--- src/rtl/pmem_arbiter.sv ---
// pmem_arbiter
//   Shares the single physical-memory port between the instruction fetch unit (IF) and the
//   load/store unit (LS). One transaction in flight at a time, no pipelining.
//   LS has fixed priority. A starvation counter forces an IF grant after STARVE_MAX
//   consecutive LS grants made while IF was waiting.
//
// Parameters
//   MEM_LAT     memory read latency, mem_en cycle to valid mem_rdata (0..7)
//   STARVE_MAX  LS grants tolerated while IF waits before IF is forced (1..15)
//
// Ports
//   clk, rst_n                      clock, asynchronous active-low reset
//   if_req_valid/ready, if_addr     IF request handshake and fetch address
//   if_rsp_valid, if_rsp_inst       IF response pulse and instruction word
//   ls_req_valid/ready, ls_addr,
//   ls_wen, ls_wdata, ls_wmask      LS request handshake and access attributes
//   ls_rsp_valid, ls_rsp_rdata      LS response pulse and read data (0 for writes)
//   mem_en, mem_wen, mem_addr,
//   mem_wdata, mem_wmask            memory access strobe and attributes
//   mem_rdata                       memory read data
module pmem_arbiter #(
    parameter int unsigned MEM_LAT    = 1,
    parameter int unsigned STARVE_MAX = 4
) (
    input  logic        clk,
    input  logic        rst_n,

    input  logic        if_req_valid,
    output logic        if_req_ready,
    input  logic [63:0] if_addr,
    output logic        if_rsp_valid,
    output logic [31:0] if_rsp_inst,

    input  logic        ls_req_valid,
    output logic        ls_req_ready,
    input  logic [63:0] ls_addr,
    input  logic        ls_wen,
    input  logic [63:0] ls_wdata,
    input  logic [7:0]  ls_wmask,
    output logic        ls_rsp_valid,
    output logic [63:0] ls_rsp_rdata,

    output logic        mem_en,
    output logic        mem_wen,
    output logic [63:0] mem_addr,
    output logic [63:0] mem_wdata,
    output logic [7:0]  mem_wmask,
    input  logic [63:0] mem_rdata
);

    localparam logic [1:0] ST_IDLE  = 2'd0;
    localparam logic [1:0] ST_ISSUE = 2'd1;
    localparam logic [1:0] ST_WAIT  = 2'd2;
    localparam logic [1:0] ST_RESP  = 2'd3;

    localparam bit         LAT_ZERO   = (MEM_LAT == 0);
    localparam logic [2:0] LAT_M1     = LAT_ZERO ? 3'd0 : 3'(MEM_LAT - 1);
    localparam logic [3:0] STARVE_LIM = 4'(STARVE_MAX);

    logic [1:0]  state_q, state_d;
    logic [2:0]  cnt_q, cnt_d;
    logic [3:0]  starve_q, starve_d;

    logic        owner_ls_q;
    logic [63:0] addr_q;
    logic        wen_q;
    logic [63:0] wdata_q;
    logic [7:0]  wmask_q;

    logic [31:0] if_inst_q;
    logic [63:0] ls_rdata_q;

    logic        idle;
    logic        if_forced;
    logic        if_grant;
    logic        ls_grant;
    logic        capture;

    // Gating with rst_n keeps the ready outputs low while reset is held.
    assign idle      = rst_n && (state_q == ST_IDLE);
    assign if_forced = (starve_q == STARVE_LIM);

    assign if_req_ready = idle && if_req_valid && (!ls_req_valid || if_forced);
    assign ls_req_ready = idle && ls_req_valid && !(if_req_valid && if_forced);
    assign if_grant     = if_req_ready;
    assign ls_grant     = ls_req_ready;

    // Read data is sampled exactly MEM_LAT cycles after the ISSUE cycle, i.e. in the last
    // cycle before RESP.
    assign capture = (LAT_ZERO && (state_q == ST_ISSUE)) ||
                     (!LAT_ZERO && (state_q == ST_WAIT) && (cnt_q == 3'd0));

    always_comb begin
        state_d = state_q;
        cnt_d   = cnt_q;
        unique case (state_q)
            ST_IDLE: begin
                if (if_grant || ls_grant) begin
                    state_d = ST_ISSUE;
                end
            end
            ST_ISSUE: begin
                cnt_d   = LAT_M1;
                state_d = LAT_ZERO ? ST_RESP : ST_WAIT;
            end
            ST_WAIT: begin
                if (cnt_q == 3'd0) begin
                    state_d = ST_RESP;
                end else begin
                    cnt_d = cnt_q - 3'd1;
                end
            end
            ST_RESP: begin
                state_d = ST_IDLE;
            end
            default: begin
                state_d = ST_IDLE;
            end
        endcase
    end

    always_comb begin
        starve_d = starve_q;
        if (idle) begin
            if (if_grant) begin
                starve_d = 4'd0;
            end else if (ls_grant && if_req_valid) begin
                starve_d = (starve_q >= STARVE_LIM) ? STARVE_LIM : starve_q + 4'd1;
            end else if (!if_req_valid) begin
                starve_d = 4'd0;
            end
        end
    end

    always_ff @(posedge clk or negedge rst_n) begin
        if (!rst_n) begin
            state_q  <= ST_IDLE;
            cnt_q    <= 3'd0;
            starve_q <= 4'd0;
        end else begin
            state_q  <= state_d;
            cnt_q    <= cnt_d;
            starve_q <= starve_d;
        end
    end

    // Request latch, loaded on the accepting handshake.
    always_ff @(posedge clk or negedge rst_n) begin
        if (!rst_n) begin
            owner_ls_q <= 1'b0;
            addr_q     <= 64'd0;
            wen_q      <= 1'b0;
            wdata_q    <= 64'd0;
            wmask_q    <= 8'd0;
        end else if (if_grant) begin
            owner_ls_q <= 1'b0;
            addr_q     <= if_addr;
            wen_q      <= 1'b0;
            wdata_q    <= 64'd0;
            wmask_q    <= 8'd0;
        end else if (ls_grant) begin
            owner_ls_q <= 1'b1;
            addr_q     <= ls_addr;
            wen_q      <= ls_wen;
            wdata_q    <= ls_wdata;
            wmask_q    <= ls_wmask;
        end
    end

    // Response data registers; they hold until the owner's next response.
    always_ff @(posedge clk or negedge rst_n) begin
        if (!rst_n) begin
            if_inst_q  <= 32'd0;
            ls_rdata_q <= 64'd0;
        end else if (capture) begin
            if (owner_ls_q) begin
                ls_rdata_q <= wen_q ? 64'd0 : mem_rdata;
            end else begin
                if_inst_q <= addr_q[2] ? mem_rdata[63:32] : mem_rdata[31:0];
            end
        end
    end

    assign mem_en    = (state_q == ST_ISSUE);
    assign mem_wen   = mem_en && wen_q;
    assign mem_addr  = mem_en ? addr_q  : 64'd0;
    assign mem_wdata = mem_en ? wdata_q : 64'd0;
    assign mem_wmask = mem_en ? wmask_q : 8'd0;

    assign if_rsp_valid = (state_q == ST_RESP) && !owner_ls_q;
    assign ls_rsp_valid = (state_q == ST_RESP) && owner_ls_q;
    assign if_rsp_inst  = if_inst_q;
    assign ls_rsp_rdata = ls_rdata_q;

endmodule

--- config.mk ---
export PLATFORM = sky130hd
export DESIGN_NAME = pmem_arbiter
export DESIGN_NICKNAME = d
export VERILOG_FILES = /design/src/rtl/pmem_arbiter.sv
export SDC_FILE = /design/constraint.sdc
export NUM_CORES = 1
export LEC_CHECK = 0
export ABC_AREA = 1
export BUFFER_PORTS_ARGS = -buffer_cell sky130_fd_sc_hd__buf_4
export CORE_AREA = 2 2 194 196
export CTS_CLUSTER_DIAMETER = 50
export DETAILED_ROUTE_END_ITERATION = 10
export DIE_AREA = 0 0 196 198
export GPL_ROUTABILITY_DRIVEN = 0
export GPL_TIMING_DRIVEN = 0
export HOLD_SLACK_MARGIN = 0.08
export MAX_ROUTING_LAYER = met4
export SYNTH_ARGS = -nofsm -noshare
export SYNTH_HDL_FRONTEND = slang
export SYNTH_SLANG_ARGS = --single-unit
--- constraint.sdc ---
create_clock -name clk -period 2.5 [get_ports clk]
set_input_delay 0.125 -clock clk [delete_from_list [all_inputs] [get_ports clk]]
set_output_delay 0.125 -clock clk [all_outputs]
set_load 0.01 [all_outputs]
==> results of run 1 <==
==> critical path: stages, from the launching register on <==
cell	delay [ps]
dfrtp_1	410
inv_1	140
ha_4	190
nand2_2	140
nor2_4	200
buf_4	140
clkbuf_4	190
nand3_1	90
nand3_1	110
dlygate4sd3_1	570
nand2_1	60
==> final timing paths <==
check                              from           to  depth (start not counted)
hold reg to reg             wdata_q[22]  wdata_q[22]                          2
setup reg to reg             state_q[0]    addr_q[7]                         10
setup / recovery             state_q[0]    addr_q[7]                         10
hold / removal                    rst_n  wdata_q[53]                          5
max in group asynchronous         rst_n   addr_q[16]                          7
min in group clk           if_req_valid   owner_ls_q                          4
==> synthesized netlist by cell type, types with 3 or more instances <==
cell	n	area (sq um)
nand4_1	3	18.8
nor2_1	35	131
buf_2	46	230
dfrtp_1	243	6080
a21oi_1	33	165
ha_1	8	100
o21ai_0	99	495
buf_1	5	18.8
inv_1	314	1180
inv_2	3	11.3
nand2_1	648	2430
clkbuf_1	54	203
nand3_1	208	1040
==> power by group through the flow <==
stage	logic, mW	registers, mW	clock network [mW]
after detailed placement	8.40	6.58	0
after floorplan	4.11	6.66	0
after global routing	9.91	6.76	5.38
after CTS	8.90	6.55	5.22
after global placement	8.27	6.54	0
final	8.93	6.57	5.12
==> metrics by stage <==
step	util [%]	total power [mW]	instance area (sq um)	setup WS, ps
2_1_floorplan	-	10.8	12200	907
3_3_place_gp	44.9	14.8	16600	-1980
3_5_place_dp	45.1	15.0	16700	-469
4_1_cts	56.3	20.7	20800	19.9
5_1_grt	56.4	22.1	20900	11.5
6_report	56.4	20.6	20900	140
==> timing repair <==
action                                  CTS  global route
buffers inserted                          0             1
endpoints found under the setup margin  126            25
gates cloned                              1             0
hold endpoints to repair                403            73
pin swaps                                 0             1
gates resized for setup                  22            20
==> registers in the layout (all words and copies together) (netlist names) <==
signal	flops
addr_q	64
cnt_q	3
if_rsp_inst	32
ls_rsp_rdata	64
owner_ls_q	1
starve_q	4
state_q	2
wdata_q	64
wen_q	1
wmask_q	8
==> area by class of cell <==
class	instances	area [sq um]	share of cell area [%]
well taps	474	593	2.84
repair buffers	785	6780	32.5
flip-flops and latches	243	6080	29.2
plain buffers	105	499	2.39
inverters	317	1190	5.72
diodes	2	5.00	0.0240
clock inverters	18	233	1.12
clock buffers	45	973	4.67
multi-input cells	1045	4490	21.6
==> cell families (layout without fill, tap and decap cells) <==
logic type,after synthesis,in the layout,share of synthesized area [%]
AOI/OAI and AO/OA,136,136,5.71
adders and majority gates,8,8,0.820
buffers and inverters,424,1270,13.6
DFF,243,243,49.8
other,0,2,0
and+or+nand+nor,901,901,30.1
==> placed cells by master, fill, tap and decap left out, types with 4 or more instances in the layout <==
| master | synthesis | routed |
|---|---|---|
| clkbuf_2 | 0 | 14 |
| clkbuf_16 | 0 | 35 |
| inv_6 | 0 | 6 |
| nor2_1 | 35 | 35 |
| inv_1 | 314 | 314 |
| dlygate4sd3_1 | 0 | 268 |
| buf_16 | 0 | 9 |
| bufinv_16 | 0 | 4 |
| o21ai_0 | 99 | 99 |
| clkbuf_8 | 0 | 7 |
| buf_4 | 2 | 510 |
| a21oi_1 | 33 | 33 |
| ha_1 | 8 | 6 |
| buf_2 | 46 | 47 |
| nand2_1 | 648 | 648 |
| clkbuf_1 | 54 | 40 |
| dfrtp_1 | 243 | 243 |
| nand3_1 | 208 | 208 |
==> per-layer routing <==
metal	vias to the layer above	GRT usage, %
met2	597	44.5
met1	6678	30.0
met3	124	5.37
li1	6798	-
met4	0	10.1
met5	-	-
==> impl_metrics.tcl, run 1 <==
set metrics [dict create \
    syn_area_per_cell_sq_um 7.13 \
    overflow 0 \
    vias 14197 \
    hold_buffers 275 \
    met1Wirelength_um 20000 \
    yosys_warnings 0 \
    dr.pass1.iters 5 \
    pwr-share-clk_pct 24.8 \
    drive_gt1_share_pct 25.6 \
    cts_sinks 243 \
    p_comb_share_pct 43.3 \
    seq_area_frac_synth_pct 49.8 \
    p_switching_mw 8.09 \
    max_freq_ghz 0.424 \
    wl_um 49800 \
    die_area_sq_um 38800 \
    cts_buffers 35 \
    outcome "complete, but fails checks" \
    power_density_nw_per_um2 989 \
    dpl.hpwl_um 35600 \
    final_nets 2809 \
    antenna_found_initial 2 \
    clockRootBuffer "clkbuf_16" \
    htree_levels 2 \
    p_sw_share_pct 39.2 \
    drtIter0Drc 678 \
    rows 71 \
    ant_nets 0 \
    synth_edf_count 0 \
    drc_errors 0 \
    syn_inst 1712 \
    min_period_over_period_pct 94.4 \
    grt_pass1_wl_um 77000 \
    dp.cells 2694 \
    io_buffers 506 \
    cts_tree "yes" \
    p_int_mw 12.5 \
    wl_met3_um 3570 \
    violations "hold timing" \
    grt_max_degree 76 \
    hold_viol_final 69 \
    syn_area_sq_um 12200 \
    wire_per_inst_um 16.4 \
    whs_ps -65.2 \
    ioPinCount 507 \
    die_h_um 198 \
    grt_usage_pct 26.0 \
    layout_min_cycle_time_ps 2360 \
    drv_slew 0 \
    synthFlopType "dfrtp_1" \
    synth.distinct_cells 21 \
    syn_nets 1989 \
    final-instance-count-excl-fill 3034 \
    ys_ff_latch 243 \
    fin_worst_skew_ps 24.6 \
    max_cap_viol_count 0 \
    reg2reg_slack_ps 140 \
    seq_power_share_pct 31.9 \
    tns_ps 0 \
    die_w_um 196 \
    ir_worst_vdd_mv 0.404 \
    start_util_pct 33.0 \
    worstSetupPathType "register to register" \
    area_delta_synth_final_pct 70.8 \
    path_clk_slew_ps 60 \
    required_ps 2900 \
    core-area_sq_um 37000 \
    grt_pass1_vias 14470 \
    setup-violations-final 0 \
    route.met2.wl_um 24300 \
    clk_latency_ps 510 \
    worstMarginPinSlew_ps 644 \
    critPathCaptureType "register" \
    async_flop_share_pct 100 \
    rsz0062_at_grt "no" \
    avgViaCountPerCell 4.68 \
    p_leak_nw 12.3 \
    arrival_ps 2760 \
    maxSlewHeadroom_pct 57.1 \
    num-fill-cells 3349 \
    hp-class "input port to asynchronous set/reset pin" \
    clk_path_buf_depth 3 \
    crit_fanout 10 \
    top_layer "met4" \
    critPathLaunchType "register" \
]
Power figures use the tool's default switching activity.
==> run 2, diff against run 1 <==
Settings changed: CORE_AREA 2 2 194 196 to 4 4 196 198, DIE_AREA 0 0 196 198 to 0 0 200 202.
Clock period 2.5 ns to 3.06 ns, I/O delays scaled along.
==> run 2 against run 1 <==
  * The flow still finishes with violations (hold timing)
  * Count of clock-buffer cells in the layout is 1 higher
  * Largest cell class unchanged
  * Worst setup slack better by 230 ps
  * Critical endpoint is now addr_q[58]
  * Non-clock buffer count is 3 lower
  * Routed wire length is 2.8% higher
  * Core utilization hardly changed
  * Sequential power is 18% lower
  * Largest power group unchanged
  * Worst hold slack worse by 59 ps
==> impl_metrics.tcl, run 2 (same netlist as run 1, synthesis figures left out) <==
set metrics [dict create \
    critPathLaunchType "register" \
    vias 14094 \
    area_delta_synth_final_pct 68.9 \
    worstMarginPinSlew_ps 672 \
    dp.cells 2688 \
    ioPinCount 507 \
    grt_pass1_vias 14492 \
    use_met1_pct 29.9 \
    die_w_um 200 \
    dr.pass1.iters 5 \
    violations "hold timing" \
    drc_errors 0 \
    htree_levels 2 \
    clockRootBuffer "clkbuf_16" \
    hold_viol_final 96 \
    wire_per_inst_um 16.9 \
    overflow 0 \
    fin_util_pct 56.5 \
    maxSlewHeadroom_pct 55.2 \
    reg2regPathDepth 9 \
    use_met3_pct 5.25 \
    slowest_stage "dlygate4sd3_1" \
    drive_gt1_share_pct 24.7 \
    grt_max_degree 113 \
    p_leak_nw 12.0 \
    max_stage_delay_ps 580 \
    ant_nets 0 \
    hp-class "input port to asynchronous set/reset pin" \
    crit_fanout 10 \
    max_freq_ghz 0.372 \
    r2r_start "state_q[1]" \
    num-fill-cells 3341 \
    avgViaCountPerCell 4.66 \
    ir_worst_vdd_mv 0.302 \
    setup-violations-final 0 \
    placed_area_sq_um 16700 \
    start_util_pct 33.4 \
    max_cap_viol_count 0 \
    timing.rr.end "addr_q[58]" \
    die_area_sq_um 40400 \
    io_buffers 506 \
    critPathLaunch "state_q[1]" \
    worstSetupPathType "register to register" \
    layout_commonest_cell "nand2_1" \
    crit_chain "inv_1 -> ha_1 -> nand2_2 -> a21oi_4 -> buf_2 -> buf_2 -> nand3_1 -> dlygate4sd3_1 -> nand2_1" \
    clk_latency_ps 510 \
    place_ws_ps 19.3 \
    power_mw 16.7 \
    grt_busiest_layer "met2" \
    fin_worst_skew_ps 23.1 \
    critPathCaptureType "register" \
    final_nets 2806 \
    post-route-cell-area_sq_um 20600 \
    crit_top_cell "buf_2" \
    path_clk_slew_ps 60 \
    layout_min_cycle_time_ps 2690 \
    rsz0062_at_grt "no" \
    antenna_found_initial 3 \
    use_met2_pct 41.5 \
    outcome "complete, but fails checks" \
    rows 70 \
    cts_sinks 243 \
    tns_ps 0 \
    min_period_over_period_pct 87.8 \
    cts_tree "yes" \
    grt_pass1_wl_um 78400 \
    required_ps 3510 \
    grt_usage_pct 24.9 \
    power_density_nw_per_um2 811 \
    final-instance-count-excl-fill 3025 \
    reg2reg_slack_ps 370 \
    clk_path_buf_depth 3 \
    die_h_um 202 \
    fin_ws_ps 373 \
    mostFrequentLayoutCells "nand2_1 (648), buf_4 (507), inv_1 (314)" \
    dpl.hpwl_um 37300 \
    drtIter0Drc 715 \
    wl_um 51200 \
    whs_ps -124 \
    core-area_sq_um 36500 \
    crit_end "addr_q[58]" \
    cts_buffers 35 \
    arrival_ps 3140 \
    drv_slew 0 \
]
## run 2: cell types whose count changed in the layout (fill, tap and decap cells not counted), sizes merged
cell,delta
dlygate4sd3,-1
bufinv,-2
bufbuf,-1
inv,-2
diode,+1
clkbuf,+4
clkinvlp,+2
buf,-4
## run 2: area by class of cell
class	count	area [sq um]	share of cell area (%)
Timing Repair Buffer	780	6650	32.2
Sequential cell	243	6080	29.5
Multi-Input combinational cell	1045	4470	21.7
Inverter	317	1190	5.77
Clock buffer	46	988	4.79
Tap cell	468	586	2.84
Buffer	107	469	2.28
Clock inverter	16	179	0.868
Antenna cell	3	7.51	0.0364
## run 2: worst min path at each step
stage / cells after the start / end / slack [ps] / from
global route: 4 / if_rsp_inst[20] / -100 / rst_n
CTS: 2 / wdata_q[29] / -440 / rst_n
finish: 4 / if_rsp_inst[20] / -120 / rst_n
global placement: 3 / wdata_q[48] / 350 / ls_wdata[48]
detailed placement: 1 / if_rsp_inst[14] / 50 / rst_n
floorplan: 0 / addr_q[0] / -140 / rst_n
## run 2: critical path, delay by kind of cell, from the launching register on
kind | cells | cell delay [ps]
buf+inv | 4 | 1280
simple gates | 3 | 360
flops | 1 | 410
fa+ha+maj | 1 | 280
compound gates | 1 | 300
## run 2: power breakdown
part	total (mW)	switching, mW	internal [mW]
Clock	4.05	1.57	2.48
Sequential	5.38	0.801	4.58
Combinational	7.30	4.26	3.04
Total	16.7	6.63	10.1
## run 2: per-layer routing
layer	share of wire (%)	wire length (um)
met5	0	0
met4	3.7	1870
met3	7.2	3710
met2	49	24800
met1	41	20800
## run 2: repair_timing
action                                  CTS  global route
gates resized for setup                   0             5
hold buffers                            266             5
endpoints found under the setup margin    0           119
setup buffers                             0             0
endpoints found under the hold margin   365           109
